===== config.mk =====
export PLATFORM = sky130hd
export DESIGN_NAME = pulse_stretcher
export DESIGN_NICKNAME = d
export VERILOG_FILES = /design/src/rtl/pulse_stretcher.sv
export SDC_FILE = /design/constraint.sdc
export NUM_CORES = 1
export LEC_CHECK = 0
export CELL_PAD_IN_SITES_DETAIL_PLACEMENT = 1
export CELL_PAD_IN_SITES_GLOBAL_PLACEMENT = 1
export CORE_ASPECT_RATIO = 1.75
export CORE_UTILIZATION = 44
export CTS_CLUSTER_SIZE = 16
export DETAILED_ROUTE_END_ITERATION = 16
export GPL_TIMING_DRIVEN = 0
export PLACE_DENSITY = 0.84
export SYNTH_ARGS = -nofsm -noshare
export SYNTH_HDL_FRONTEND = slang
export SYNTH_SLANG_ARGS = --single-unit

===== constraint.sdc =====
create_clock -name clk -period 5.7 [get_ports clk]
set_input_delay 0.57 -clock clk [delete_from_list [all_inputs] [get_ports clk]]
set_output_delay 0.57 -clock clk [all_outputs]
set_load 0.01 [all_outputs]

===== src/rtl/pulse_stretcher.sv =====
// Output-side pulse conditioner: stretches short events into pulses with a
// guaranteed minimum ON time and a minimum OFF gap, measured in prescaled ticks.
module pulse_stretcher #(
  parameter int CLK_DIV = 10000,
  parameter int TW      = 8,
  parameter bit RETRIG  = 1'b0
) (
  input  logic          clk,
  input  logic          res_n,
  input  logic          ena,
  input  logic [TW-1:0] on_time,
  input  logic [TW-1:0] off_time,
  input  logic          event_in,
  output logic          data_out,
  output logic          busy,
  output logic          pending
);

  localparam int PW = $clog2(CLK_DIV);
  localparam logic [PW-1:0] PRE_LAST = PW'(CLK_DIV - 1);

  typedef enum logic [1:0] {
    S_IDLE,
    S_ON,
    S_GAP
  } state_e;

  state_e        state_q, state_d;
  logic [PW-1:0] pre_q, pre_d;
  logic [TW:0]   tick_q, tick_d;
  logic [TW-1:0] limit_q, limit_d;
  logic          pend_q, pend_d;
  logic          expire;

  // The duration of the current phase is latched on entry, so later edits
  // to on_time/off_time only affect the next phase.
  assign expire = (pre_q == PRE_LAST) && (tick_q == {1'b0, limit_q});

  always_comb begin
    state_d = state_q;
    pend_d  = pend_q;
    limit_d = limit_q;
    if (pre_q == PRE_LAST) begin
      pre_d  = '0;
      tick_d = tick_q + 1'b1;
    end else begin
      pre_d  = pre_q + 1'b1;
      tick_d = tick_q;
    end

    case (state_q)
      S_IDLE: begin
        pre_d  = '0;
        tick_d = '0;
        if (event_in) begin
          state_d = S_ON;
          limit_d = on_time;
        end
      end
      S_ON: begin
        if (RETRIG && event_in) begin
          pre_d   = '0;
          tick_d  = '0;
          limit_d = on_time;
        end else begin
          if (event_in) pend_d = 1'b1;
          if (expire) begin
            state_d = S_GAP;
            pre_d   = '0;
            tick_d  = '0;
            limit_d = off_time;
          end
        end
      end
      S_GAP: begin
        if (expire) begin
          pre_d  = '0;
          tick_d = '0;
          if (pend_q || event_in) begin
            state_d = S_ON;
            pend_d  = 1'b0;
            limit_d = on_time;
          end else begin
            state_d = S_IDLE;
          end
        end else if (event_in) begin
          pend_d = 1'b1;
        end
      end
      default: begin
        state_d = S_IDLE;
        pre_d   = '0;
        tick_d  = '0;
      end
    endcase

    // Disabling forces a clean idle so re-enabling never resumes a stale pulse.
    if (!ena) begin
      state_d = S_IDLE;
      pre_d   = '0;
      tick_d  = '0;
      pend_d  = 1'b0;
    end
  end

  always_ff @(posedge clk) begin
    if (!res_n) begin
      state_q <= S_IDLE;
      pre_q   <= '0;
      tick_q  <= '0;
      limit_q <= '0;
      pend_q  <= 1'b0;
    end else begin
      state_q <= state_d;
      pre_q   <= pre_d;
      tick_q  <= tick_d;
      limit_q <= limit_d;
      pend_q  <= pend_d;
    end
  end

  assign data_out = ena ? (state_q == S_ON) : event_in;
  assign busy     = (state_q != S_IDLE);
  assign pending  = RETRIG ? 1'b0 : pend_q;

endmodule

==> run summary <==
status -> complete, no violations
Rel. slew slack -> 67.4%
top cells by area, synth -> dfxtp_1, xnor2_1, nor2_1
Max Slew Vio Count -> 0
Worst-Margin Slew -> 488 ps
final hold violation count -> 0
die height -> 85.8 µm
power per cell area -> 226 nW/µm²
Max Cap Violations -> 0
WS Path Type -> reg2out
global-route wire length before repair -> 6.90 mm
clock share of power -> 36.1%
PostCTS Resize Cnt -> 0
Crit Reg-Reg Startpoint -> pre_q[0]$_SDFF_PP0_
core footprint -> 3870 µm²
initial antenna violation count -> 0
EDFF count, synth -> 0
num ports -> 23
Setup Skew -> 4.84 ps
Synth top cells by count -> dfxtp_1, nor2_1, nand2_1, xnor2_1, nand4_1
wire per inst -> 15.0 µm
RR Endpoint -> tick_q[6]$_SDFFE_PP0P_
vias in the first global route -> 1560
Max Fanout on Critical Path -> 10
PnR Total Power -> 0.000479 W
CP arrival -> 1990 ps
Syn Std Cell Area -> 1770 µm²
Final period util -> 45.0%
setup_tns -> 0 ps
Vias -> 1457
n_diodes -> 0
sw power -> 0.000110 W
cell row count -> 30
Setup violations, final -> 0
CTS tree -> built
Post-CTS Hold Fix Bufs -> 0
total track usage -> 21.9%
sequential power share -> 52.1%
post-DP HPWL -> 3.23 mm
Post-CTS Setup Bufs -> 0
Yosys top cell by area -> dfxtp_1
crit path launch -> state_q[1]$_SDFFE_PN0P_
most frequent cell after synthesis -> dfxtp_1
Cells after Synth -> 197
Worst-path clk slew -> 60 ps
HP Class -> reg2reg
area grow syn2layout -> 20.0%
TritonCTS Buffers -> 5
Synthesis Warnings -> 0
startpoint types -> flip-flop
min Tclk post-route -> 2560 ps
share of cells above drive strength 1 -> 9.38%
number of DRC markers in iteration 0 -> 9
ys flop type -> dfxtp_1
die area -> 4280 µm²
Clock Latency Late Sink -> 290 ps
clock root cell -> clkbuf_8
top-area cell type share of the netlist area -> 38.6%
number of H-tree levels -> 2
maximum VDD drop -> 175 µV
Synth Register Bits -> 34
hold_ws -> 467 ps
Overflow after GRT -> 0
mean post-synth cell area -> 8.96 µm²
synthesized net count -> 223
unrepaired setup endpoints after global routing -> no
R2R depth -> 6
router iterations before antenna repair -> 4
combinational share of power -> 11.8%
sequential fraction of the synthesis area -> 38.6%
Initial Util -> 45.7%
library cells used by synthesis -> 33
LEAKAGE -> 0.749 nW
required time worst endpoint -> 5130 ps
Clock Path Buffers -> 2
FMAX -> 390 MHz
register-to-register setup slack -> 3450 ps
Async SR Flop Fraction -> 0%
Die Width -> 49.9 µm
worst setup path end -> data_out
Final nets -> 251
drt total wl -> 4.09 mm
PortBufs -> 21
TritonCTS Sinks -> 34
largest net degree at the start of global routing -> 11
drc violations -> 0
Internal Pwr Total -> 0.000369 W
routability cong. -> 0.789
DR vias/cell -> 5.36
switching part of the total -> 22.9%
Setup crit end kind -> primary output
number of routed nets with antenna violations -> 0
## worst max-delay path, cell delays in order (launching register included)
cell and delay (ps):
dfxtp_1 340, inv_1 90, ha_1 170, clkbuf_1 350, mux2_2 230, clkdlybuf4s50_1 530
## state kept, by name (all words and copies together) (netlist names)
| name | flops |
|---|---|
| limit_q | 8 |
| pending | 1 |
| pre_q | 14 |
| state_q | 2 |
| tick_q | 9 |
## metal layers
metal  GRT usage, %  vias up  share of wire, %  wire length [µm]
li1               -      723                 -                 -
met4           8.57        0               2.1                85
met2           45.2       18                60              2450
met1           19.4      707                36              1470
met5              0        -                 0                 0
met3           4.26        9               2.0                81
## worst min-delay path by stage
stage,startpoint,end,slack (ps),cells after the start
after floorplan,pre_q[0]$_SDFF_PP0_,pre_q[0]$_SDFF_PP0_,430,1
after global placement,pre_q[0]$_SDFF_PP0_,pre_q[0]$_SDFF_PP0_,440,1
after detailed placement,pre_q[0]$_SDFF_PP0_,pre_q[0]$_SDFF_PP0_,460,1
after CTS,pre_q[0]$_SDFF_PP0_,pre_q[0]$_SDFF_PP0_,470,1
after global routing,pre_q[0]$_SDFF_PP0_,pre_q[0]$_SDFF_PP0_,500,1
final,pre_q[0]$_SDFF_PP0_,pre_q[0]$_SDFF_PP0_,470,1
## power by group through the flow
stage	clock (W)	sequential (W)	combinational, W
4_1_cts	0.000180	0.000249	0.0000576
6_report	0.000173	0.000249	0.0000567
3_5_place_dp	0	0.000255	0.0000574
5_1_grt	0.000188	0.000250	0.0000622
2_1_floorplan	0	0.000253	0.0000341
3_3_place_gp	0	0.000255	0.0000551
## cell type report
type | instances | area, µm²
buffer | 6 | 30.0
tap | 48 | 60.1
multi-input combinational | 148 | 1020
clock buffer | 6 | 82.6
sequential | 34 | 681
inverter | 9 | 33.8
timing repair buffer | 21 | 210
fill | 467 | 1750
## cells by family after synthesis
kind of cell / share of synthesized area [%]
flip-flops: 38.6
AO/OA/AOI/OAI: 6.59
XOR/XNOR: 13.9
AND/OR/NAND/NOR: 27.9
buffers and inverters: 3.61
multiplexers: 5.17
adder cells (fa/ha/maj): 4.25
## cells in the final DEF (no fill, tap or decap), types with 2 or more instances in the layout
| cell | n |
|---|---|
| mux2i_1 | 8 |
| nor2_1 | 27 |
| nand2b_1 | 2 |
| clkdlybuf4s50_1 | 21 |
| nand3_1 | 7 |
| o211ai_1 | 8 |
| ha_1 | 6 |
| nand2_1 | 18 |
| clkbuf_1 | 5 |
| xor2_1 | 10 |
| xnor2_1 | 18 |
| nand4_1 | 11 |
| nor4_1 | 3 |
| or2_2 | 8 |
| dfxtp_1 | 34 |
| inv_1 | 8 |
| nor3_1 | 2 |
| nor4b_4 | 2 |
| clkbuf_8 | 6 |
| a21oi_1 | 5 |
## stage by stage
stage               cells  cell area, µm²  utilization (%)  setup WS [ps]
finish                272            2120             54.8           3140
global route          272            2120             54.8           3030
CTS                   272            2120             54.8           3100
detailed placement    266            2040             52.7           3210
global placement      266            2040             52.7           3220
floorplan             197            1770                -           3690
Power figures use the tool's default switching activity.
